## src/rtl/beam_trigger_scaler.sv

```systemverilog
// Per-beam trigger rate scaler: holdoff-qualified triggers are counted over a programmable
// window of aclk cycles, then snapshotted for readout. Supports single-shot or continuous runs.
module beam_trigger_scaler #(
    parameter int NBEAMS       = 2,
    parameter int COUNT_BITS   = 32,
    parameter int PERIOD_BITS  = 32,
    parameter int HOLDOFF_BITS = 8,
    localparam int SEL_BITS    = (NBEAMS > 1) ? $clog2(NBEAMS) : 1
) (
    input  logic                    aclk,
    input  logic                    reset_i,
    input  logic [NBEAMS-1:0]       trig_i,
    input  logic [PERIOD_BITS-1:0]  period_i,
    input  logic [HOLDOFF_BITS-1:0] holdoff_i,
    input  logic                    continuous_i,
    input  logic                    start_i,
    input  logic                    stop_i,
    input  logic [SEL_BITS-1:0]     rd_sel_i,
    output logic [NBEAMS-1:0]       trigger_o,
    output logic                    busy_o,
    output logic                    done_o,
    output logic                    valid_o,
    output logic [COUNT_BITS-1:0]   rd_count_o,
    output logic                    rd_sat_o,
    output logic [15:0]             windows_o
);

    localparam logic [COUNT_BITS-1:0]   CNT_ONE  = 1;
    localparam logic [PERIOD_BITS-1:0]  PER_ONE  = 1;
    localparam logic [HOLDOFF_BITS-1:0] HOLD_ONE = 1;

    typedef enum logic {ST_IDLE, ST_COUNT} state_t;

    state_t                  state, state_next;
    logic                    load, terminal;
    logic [PERIOD_BITS-1:0]  timer, period_sh;
    logic [HOLDOFF_BITS-1:0] holdoff_sh;
    logic                    cont_sh;

    logic [HOLDOFF_BITS-1:0] hold    [NBEAMS];
    logic [COUNT_BITS-1:0]   cnt     [NBEAMS];
    logic [COUNT_BITS-1:0]   cnt_inc [NBEAMS];
    logic [COUNT_BITS-1:0]   snap    [NBEAMS];
    logic [NBEAMS-1:0]       q, cnt_full, sat, sat_next, snap_sat;

    // A zero period behaves as a one-cycle window.
    function automatic logic [PERIOD_BITS-1:0] reload_of(input logic [PERIOD_BITS-1:0] p);
        return (p == '0) ? '0 : p - PER_ONE;
    endfunction

    always_comb begin
        for (int b = 0; b < NBEAMS; b++) begin
            q[b]        = trig_i[b] && (hold[b] == '0);
            cnt_full[b] = &cnt[b];
            cnt_inc[b]  = (q[b] && !cnt_full[b]) ? cnt[b] + CNT_ONE : cnt[b];
            sat_next[b] = sat[b] | (q[b] & cnt_full[b]);
        end
    end

    // Stop beats start; a start on the terminal cycle restarts without a snapshot.
    always_comb begin
        state_next = state;
        load       = 1'b0;
        terminal   = 1'b0;
        if (stop_i) begin
            state_next = ST_IDLE;
        end else if (start_i) begin
            state_next = ST_COUNT;
            load       = 1'b1;
        end else if (state == ST_COUNT && timer == '0) begin
            terminal = 1'b1;
            if (!cont_sh) state_next = ST_IDLE;
        end
    end

    always_ff @(posedge aclk or posedge reset_i) begin
        if (reset_i) state <= ST_IDLE;
        else         state <= state_next;
    end

    always_ff @(posedge aclk or posedge reset_i) begin
        if (reset_i) begin
            timer      <= '0;
            period_sh  <= '0;
            holdoff_sh <= '0;
            cont_sh    <= 1'b0;
            sat        <= '0;
            snap_sat   <= '0;
            trigger_o  <= '0;
            done_o     <= 1'b0;
            valid_o    <= 1'b0;
            windows_o  <= '0;
            for (int b = 0; b < NBEAMS; b++) begin
                hold[b] <= '0;
                cnt[b]  <= '0;
                snap[b] <= '0;
            end
        end else begin
            trigger_o <= q;
            done_o    <= terminal;
            if (terminal) windows_o <= windows_o + 16'd1;
            if (load)          valid_o <= 1'b0;
            else if (terminal) valid_o <= 1'b1;

            for (int b = 0; b < NBEAMS; b++) begin
                if (load)                hold[b] <= '0;
                else if (q[b])           hold[b] <= holdoff_sh;
                else if (hold[b] != '0)  hold[b] <= hold[b] - HOLD_ONE;
            end

            if (load) begin
                period_sh  <= period_i;
                holdoff_sh <= holdoff_i;
                cont_sh    <= continuous_i;
                timer      <= reload_of(period_i);
                sat        <= '0;
                for (int b = 0; b < NBEAMS; b++) cnt[b] <= '0;
            end else if (state == ST_COUNT) begin
                if (terminal) begin
                    timer    <= reload_of(period_sh);
                    snap_sat <= sat_next;
                    sat      <= '0;
                    for (int b = 0; b < NBEAMS; b++) begin
                        snap[b] <= cnt_inc[b];
                        cnt[b]  <= '0;
                    end
                end else begin
                    timer <= timer - PER_ONE;
                    sat   <= sat_next;
                    for (int b = 0; b < NBEAMS; b++) cnt[b] <= cnt_inc[b];
                end
            end
        end
    end

    always_ff @(posedge aclk or posedge reset_i) begin
        if (reset_i) begin
            rd_count_o <= '0;
            rd_sat_o   <= 1'b0;
        end else if (int'(rd_sel_i) < NBEAMS) begin
            rd_count_o <= snap[rd_sel_i];
            rd_sat_o   <= snap_sat[rd_sel_i];
        end else begin
            rd_count_o <= '0;
            rd_sat_o   <= 1'b0;
        end
    end

    assign busy_o = (state == ST_COUNT);

endmodule

```

## config.mk

```make
export PLATFORM = sky130hd
export DESIGN_NAME = beam_trigger_scaler
export DESIGN_NICKNAME = d
export VERILOG_FILES = /design/src/rtl/beam_trigger_scaler.sv
export SDC_FILE = /design/constraint.sdc
export NUM_CORES = 1
export LEC_CHECK = 0
export CAP_MARGIN = 20
export CORE_ASPECT_RATIO = 1.2
export CORE_UTILIZATION = 50
export DETAILED_ROUTE_END_ITERATION = 7
export PLACE_DENSITY_LB_ADDON = 0.12
export REMOVE_ABC_BUFFERS = 1
export SETUP_SLACK_MARGIN = 0.02
export SLEW_MARGIN = 20
export SYNTH_ARGS = -nofsm -noshare
export SYNTH_HDL_FRONTEND = slang
export SYNTH_SLANG_ARGS = --single-unit
```

## constraint.sdc

```tcl
create_clock -name aclk -period 28.3 [get_ports aclk]
set_input_delay 5.66 -clock aclk [delete_from_list [all_inputs] [get_ports aclk]]
set_output_delay 5.66 -clock aclk [all_outputs]
set_load 0.01 [all_outputs]
```

Word level (Yosys, flattened, before mapping)
Index checks and enable logic that the tools add are counted.

storage, ports and cells
  bits of input ports = 48
  register bits after elaboration = 275
  output and inout bits = 54
  logic and storage cells = 94

operators by class
  eq/ne operators = 1
  order comparisons = 2
  add/sub/neg operators = 8
  mux-type cells = 35
  bitwise gates (word level) = 6
  reductions and logical operators = 23

operators with widths
  kind                                                 number
  two-way mux 32 bit                                   10
  two-way mux 64 bit                                   3
  logical NOT 32 bit                                   3
  subtractor 32 x 1 -> 32 bit (second input constant)  3
  adder 32 x 1 -> 32 bit (second input constant)       2
  AND reduction 32 bit                                 2
  two-way mux 8 bit                                    6
  adder 16 x 1 -> 16 bit (second input constant)       1
  logical NOT 8 bit                                    2
  nonzero test 8 bit                                   2
  subtractor 8 x 1 -> 8 bit (second input constant)    2
  two-way mux 1 bit                                    13
  nonzero test 3 bit                                   3
  two-way mux 2 bit                                    3
  logical AND 1 bit                                    5
  nonzero test 2 bit                                   2
  inequality test 3 bit (second input constant)        1
  AND reduction 3 bit                                  1
  AND 1 bit                                            2
  >= comparator 2 bit (second input constant)          1
  logical NOT 1 bit                                    2
  < comparator 1 x 2 -> 1 bit (second input constant)  1
  inverter 1 -> 2 bit                                  1
  bitwise OR 1 bit                                     2
  other kinds (2)                                      2

Longest topological paths before layout
Gate-level depths: netlist of run 1.

  depth in word-level cells = 8
  mapped depth = 11
  depth with buffers taken out = 9

Worst setup path before layout of run 1
OpenSTA, ideal clock, no wires.

  path kind = input to register
  from = input period_i[10]
  to = register timer[27]
  cell stages on the path = 6
  path buffers = 1
  path slack = 20.605 ns
  data required time = 28.174 ns
  data arrival time = 7.569 ns
  setup time = 0.126 ns
  path through = nor4_1 -> nand4_1 -> o31ai_2 -> buf_2 -> o22ai_1 -> a221o_1

between the ends
  cells in the longest elaborated chain, start to end = 3
  elaborated cells between the ends (all ways) = 4
  those cells by class = 1 x add/sub; 2 x mux; 1 x reduce/logical

RTL lines
  what                                                                      line  text
  start, declared                                                           13    input logic [PERIOD_BITS-1:0] period_i,
  subtractor 32 x 1 -> 32 bit / logical NOT 32 bit (equally long branches)  48    return (p == '0) ? '0 : p - PER_ONE;
  two-way mux 32 bit (*)                                                    48
  two-way mux 32 bit (*)                                                    111   if (load) begin
  end signal, assigned                                                      115   timer <= reload_of(period_i);
  end signal, assigned                                                      120   timer <= reload_of(period_sh);
  end signal, assigned                                                      128   timer <= timer - PER_ONE;
  end, declared                                                             36    logic [PERIOD_BITS-1:0] timer, period_sh;

Mark *: on every way between the ends. The rest lies on a longest branch, timed or not.
A chain may end at the register's enable or synchronous reset.

Worst setup path after layout of run 1
  from = input stop_i
  to = register timer[14]

between the ends
  cells in the longest elaborated chain, start to end = 4
  elaborated cells between the ends (all ways) = 6
  those cells by class = 5 x mux; 1 x reduce/logical

RTL lines
  what                line  text
  start, declared     17    input logic stop_i,
  two-way mux 1 bit   65    if (stop_i) begin
  two-way mux 32 bit  119   if (terminal) begin
  two-way mux 32 bit  118   end else if (state == ST_COUNT) begin
  two-way mux 32 bit  111

Several ways; a longest one is shown, not always the timed one. The select of a mux whose other input is x is not followed.

==> results.md, run 1 <==
- Die footprint: 30690 µm²
- Fin. max-slew vios: 0
- DR vias: 12499
- P_sw: 0.0002817 W
- CTS hold repair buffers: 0
- Clock tree buffer depth: 3
- Hold Violations, Final: 0
- Initial Utilization: 50.79%
- GRT Util Overall: 25.62%
- Max-cap violations: 0
- Switching portion of total power: 27.88%
- Least-Margin Pin Slew: 1000 ps
- Final WL: 38.96 mm
- Die width: 160.1 µm
- Syn Area/Cell: 9.077 µm²
- Count of cell types in the netlist: 80
- CTS tree: built
- Status: complete, but fails checks
- Row cnt: 69
- Max_slew headroom: between 30% and 40%
- Gp weighted congestion: 0.8930
- CTS buffer count: 30
- Layout cells sized above 1: 8.430%
- RSZ-0062 raised after global routing: no
- HP Class: reg -> reg
- Diodes inserted: 0
- Pwr Density: between 50 and 60 nW/µm²
- Lkg Pwr: 7.065 nW
- Crit path time final: 8433 ps
- Crit path DAT: 8910 ps
- Post-synth EDFFs: 0
- Fin util: 58.62%
- Final setup viols: 0
- Flops & latches, synth: between 200 and 300
- Setup CP Type: in -> reg
- Most frequent cells in the layout: dfrtp_1 (275), nand2_1 (264), o21ai_0 (134)
- Final worst slack: just under 20000 ps
- Internal: approximately 0.00073 W
- Crit start category: input pin
- Part of the power in combinational logic: 14.4%
- PostCTS Resize Cnt: 0
- First-pass GRT wire length: between 60 and 70 mm
- Congestion Overflow GR: 0
- Commonest non-fill, non-tap cell in the layout: dfrtp_1
- Vias/cell: approximately 5.9
- First-pass DRT Iterations: 8
- Clock Latency Late Sink: 560 ps
- 1st-iter DRT viols: 977
- Crit end category: flip-flop
- Setup Slack @ Placement: slightly below 20000 ps
- Ys async rst share: between 90% and 100%
- Die H: between 150 and 200 µm
- Synth warn: 0
- Sink Count: 275
- Seq/Total Area, Yosys: around 46%
- Drt wl/cell: 18.36 µm
- Core box area: 29530 µm²
- Area grow syn2layout: 15.42%
- Ratio of final minimum period to clock period: around 30%
- Setup bufs post-CTS: 0
- Clk network pwr share: 40.7%
- Violated checks: DRC
- Post-Syn Area: about 15000 µm²
- Clock Tree Root: clkbuf_16
- Number of global-route vias before repair: 12168
- Largest net degree at the start of global routing: between 100 and 150
- Worst Path Max Fanout: 22
- Antenna violations before repair: 0
- Setup TNS: 0 ps
- Max VDD drop: 0.04069 mV
- Post-DP HPWL: 26.63 mm
- Post-Synthesis Cells: roughly 1700
- Remaining DRCs: 2
- Total Nets Final: around 1800
- Port Buffers: 101
- Top Ports: 102
- H-tree levels: 1
- CP required: 28770 ps
- Routed Antenna Nets: 0
- Final clock skew: between 10 and 15 ps
- Flop pwr share: 44.8%
- Main synth FF type: dfrtp_1
- Fmax achieved: around 120 MHz
- Clock-pin slew on the worst setup and hold paths: 60 ps
worst max-delay path, stage by stage:
cell	delay, ps
clkdlybuf4s50_1	760
nor2_1	300
nand3_1	100
or4_4	560
clkinv_1	360
and2_1	740
a221oi_1	220
nor3_1	200
path summary, 6_finish.rpt:
check                                          start                   endpoint  slack (ps)  depth (start not counted)
worst min register to register  snap[21]$_DFFE_PP0P_       snap[21]$_DFFE_PP0P_         470                          2
max in group asynchronous                    reset_i  period_sh[22]$_DFFE_PP0P_       21030                          3
worst min-delay path            snap[21]$_DFFE_PP0P_       snap[21]$_DFFE_PP0P_         470                          2
worst max-delay path                          stop_i      timer[14]$_DFFE_PP0P_       19870                          8
worst max register to register   hold[8]$_DFFE_PP0P_        cnt[56]$_DFFE_PP0P_       24650                          8
min in group asynchronous                    reset_i        valid_o$_DFFE_PP0P_        5710                          2
sequential cells by signal, indices dropped and copies added, names as in the netlist, 8 cells and up:
signal      cells
cnt            64
hold           16
holdoff_sh      8
period_sh      32
rd_count_o     32
snap           64
timer          32
windows_o      16
per-stage QoR:
step / cells / total power [W] / hold slack, ps / area [µm²]
floorplan: 1565 / 0.0005523 / 440.4 / 14630
global placement: 2069 / 0.0006002 / 456.2 / 16270
detailed placement: 2069 / 0.0006052 / 458.8 / 16270
CTS: 2122 / 0.001017 / 475.5 / 17310
global route: 2122 / 0.001055 / 491.5 / 17310
finish: 2122 / 0.001010 / 471.2 / 17310
power by group through the flow:
stage                     Sequential (W)  Clock, W  Combinational [W]
after floorplan                 0.000451         0           0.000101
after global placement          0.000458         0           0.000142
after detailed placement        0.000459         0           0.000146
after CTS                       0.000452  0.000418           0.000147
after global routing            0.000457  0.000434           0.000163
final                           0.000453  0.000411           0.000146
layer usage:
metal  vias to the layer above  wire [µm]  GRT usage [%]
met1                      6010      16900          32.65
met5                         -          0              0
met4                         0       1511          10.59
li1                       6034          -              -
met3                       107       1856          3.412
met2                       348      18680          43.96
cell usage after synthesis, drive strengths merged (5+ instances only):
cell type | count | share of area, %
nor3b | 10 | 0.50
a21oi | 61 | 2.0
inv | 42 | 1.1
and2 | 12 | 0.50
nor4 | 51 | 2.4
dfrtp | 275 | 46
and4 | 13 | 0.76
mux2 | 42 | 3.2
nor3 | 72 | 2.4
xor2 | 50 | 2.9
and3 | 12 | 0.50
a21o | 13 | 0.65
a211oi | 15 | 0.75
ha | 10 | 0.83
o31ai | 7 | 0.38
buf | 17 | 0.68
a32oi | 5 | 0.29
a31oi | 21 | 0.88
nand2b | 11 | 0.46
o211ai | 11 | 0.55
nand2 | 264 | 6.6
nand3 | 47 | 1.6
nand4 | 32 | 1.4
o22ai | 13 | 0.54
nor2 | 90 | 2.3
or3 | 46 | 1.9
or4 | 18 | 0.98
nor4b | 5 | 0.33
clkbuf | 70 | 1.8
or2 | 8 | 0.33
o21ai | 136 | 4.6
a22o | 9 | 0.53
mux2i | 6 | 0.40
a22oi | 6 | 0.30
xnor2 | 89 | 5.2
area by class of cell:
| class | count | area (µm²) |
|---|---|---|
| timing repair buffer | 114 | 1104 |
| multi-input combinational | 1246 | 7625 |
| inverter | 44 | 172.7 |
| clock inverter | 15 | 175.2 |
| clock buffer | 38 | 862.1 |
| tap | 390 | 488.0 |
| sequential | 275 | 6882 |
| fill | 2705 | 12220 |
kinds of logic (layout without fill, tap and decap cells):
| logic type | count (synthesis) | after routing | share of synthesized area (%) |
|---|---|---|---|
| flip-flops | 275 | 275 | 45.89 |
| multiplexers | 48 | 48 | 3.554 |
| adder cells (fa/ha/maj) | 10 | 10 | 0.8344 |
| XOR/XNOR | 139 | 139 | 8.118 |
| buffers and inverters | 131 | 211 | 3.538 |
| AO/OA/AOI/OAI | 347 | 347 | 14.45 |
| AND/OR/NAND/NOR | 702 | 702 | 23.61 |
Note: power is estimated with default switching activity, not from simulation.
==> inputs of run 2 (changes only) <==
Clock period 28.3 ns to 8 ns, I/O delays scaled along.
==> results.md, run 2 (synthesis gave the netlist of run 1 again) <==
- Status: complete, but fails checks
- Violated checks: DRC
- Worst Path Max Fanout: 52 (+140%)
- HP Class: reg -> reg
- Layout cells sized above 1: 8.092% (-0.34 points)
- Total Nets Final: 1766 (-0.17%)
- Crit path DAT: 4870 ps (-4040 ps)
- Pwr Density: 204.4 nW/µm² (+250%)
- Initial Utilization: 50.79% (unchanged)
- Final worst slack: 3555 ps (-16310 ps)
- DR vias: 12635 (+1.1%)
- PostCTS Resize Cnt: 0 (unchanged)
- 1st-iter DRT viols: 1057 (+8.2%)
- Setup bufs post-CTS: 0 (unchanged)
- Final clock skew: 11.97 ps (+1.645 ps)
- Vias/cell: 5.960 (+1.2%)
- Clock Latency Late Sink: 550 ps (about the same)
- Post-DP HPWL: 26.41 mm (-0.83%)
- First-pass DRT Iterations: 8 (unchanged)
- GRT Util Overall: 25.79% (+0.17 points)
- CP most frequent cell: buf_4
- Area grow syn2layout: 15.09%
- Top Ports: 102 (unchanged)
- Lkg Pwr: 7.007 nW (-0.82%)
- CP delay by family, top: buffers and inverters
- Die width: 160.1 µm (unchanged)
- CTS tree: built
- Most frequent cells in the layout: dfrtp_1 (275), nand2_1 (264), o21ai_0 (134)
- Setup CP Type: in -> reg
- Antenna violations before repair: 0 (unchanged)
- Sink Count: 275 (unchanged)
- Congestion Overflow GR: 0 (unchanged)
- Final WL: 39.08 mm (+0.33%)
- Clock tree buffer depth: 3 (unchanged)
- Routed Antenna Nets: 0 (unchanged)
- Top flop regs: cnt: 64 flops, snap: 64 flops
- Port Buffers: 101 (unchanged)
- Max_slew headroom: 31.71% (-0.98 points)
- Gp weighted congestion: 0.9030 (+1.1%)
- Largest net degree at the start of global routing: 162 (+29%)
- Clock-pin slew on the worst setup and hold paths: 60 ps (about the same)
- Number of global-route vias before repair: 12160 (-0.066%)
- Die footprint: 30690 µm² (unchanged)
- Post-route cell area: 17260 µm² (-0.28%)
- CP required: 8420 ps (-20350 ps)
- Clock Tree Root: clkbuf_16
- RSZ-0062 raised after global routing: no
- Crit path max-delay cell type: nand2_1
- Die H: 191.7 µm (unchanged)
- Commonest non-fill, non-tap cell in the layout: dfrtp_1
- Worst path buffer plus inverter count: 3 (+1)
- Core box area: 29530 µm² (unchanged)
- Fin. max-slew vios: 0 (unchanged)
- Area after DPL: 16270 µm² (about the same)
- Diodes inserted: 0 (unchanged)
- Setup Slack @ Placement: 3134 ps (-16230 ps)
- Row cnt: 69 (unchanged)
- Crit start category: input pin
- CTS buffer count: 29 (-3.3%)
- H-tree levels: 1 (unchanged)
- Least-Margin Pin Slew: 1018 ps (+17.85 ps)
- Critical path cell sequence: clkdlybuf4s50_1 > nand2b_2 > buf_4 > nand2_1 > buf_4 > o21ai_0 > mux2_2
- Final setup viols: 0 (unchanged)
- Critical Path Max Stage Delay: 800 ps (+40 ps)
- First-pass GRT wire length: 64.06 mm (+0.70%)
- Crit end category: flip-flop
- Hold Violations, Final: 0 (unchanged)
- Fillers: 2676 (-1.1%)
- Drt wl/cell: 18.44 µm (+0.42%)
- Fmax achieved: 225.0 MHz
- Max-cap violations: 0 (unchanged)
- Max VDD drop: 0.1347 mV (+230%)
- CTS hold repair buffers: 0 (unchanged)
- Fin util: 58.45% (-0.17 points)
- Remaining DRCs: 2 (unchanged)
- Ratio of final minimum period to clock period: 55.56%
- Crit path time final: 4445 ps
-- run 2: cell types whose count changed in the layout (fill, tap and decap cells not counted), sizes merged --
cell / previous run / this run
inv: 42 / 43
clkinv: 13 / 7
clkinvlp: 0 / 5
buf: 14 / 12
-- run 2: area by class of cell --
| type | count | area, µm² | share of cell area (%) |
|---|---|---|---|
| multi-input combinational | 1246 | 7625 | 44.18 |
| sequential | 275 | 6882 | 39.87 |
| timing repair buffer | 112 | 1101 | 6.380 |
| clock buffer | 38 | 799.5 | 4.632 |
| tap | 390 | 488.0 | 2.827 |
| clock inverter | 15 | 191.4 | 1.109 |
| inverter | 44 | 172.7 | 1.000 |
-- run 2: stage by stage --
step	total power [W]	TNS, ps	instances	hold slack (ps)
after floorplan	0.001954	-324620	1565	440.4
after global placement	0.002126	0	2067	457.5
after detailed placement	0.002140	0	2067	464.4
after CTS	0.003556	0	2120	479.3
after global routing	0.003686	0	2120	494.4
final	0.003528	0	2120	475.2
-- run 2: report_power, final --
| group | switching, W | internal (W) |
|---|---|---|
| clock network | 0.000575 | 0.000833 |
| registers | 0.000119 | 0.00149 |
| logic | 0.000307 | 0.000208 |
-- run 2: per-layer routing --
metal / GRT usage [%] / wire, µm / up-vias
met3: 3.304 / 1844 / 89
met2: 44.75 / 19290 / 355
met1: 33.07 / 16780 / 6144
met5: 0 / 0 / -
li1: - / - / 6047
met4: 9.341 / 1164 / 0
-- run 2: worst reg2reg max path: stages (launching register included) --
cell,delay [ps]
dfrtp_1,440
nor4_4,380
nand3_1,430
or4_4,760
clkinv_1,360
and2_1,710
a221oi_1,210
nor3_1,220
-- run 2: final timing paths --
path	cells after the start	end	slack, ps	from
hold reg to reg	2	snap[27]$_DFFE_PP0P_	480	snap[27]$_DFFE_PP0P_
setup reg to reg	7	timer[14]$_DFFE_PP0P_	4400	timer[10]$_DFFE_PP0P_
setup / recovery	7	cnt[21]$_DFFE_PP0P_	3560	stop_i
hold / removal	2	snap[27]$_DFFE_PP0P_	480	snap[27]$_DFFE_PP0P_
max in group asynchronous	3	period_sh[17]$_DFFE_PP0P_	4970	reset_i
min in group asynchronous	2	snap[33]$_DFFE_PP0P_	1630	reset_i
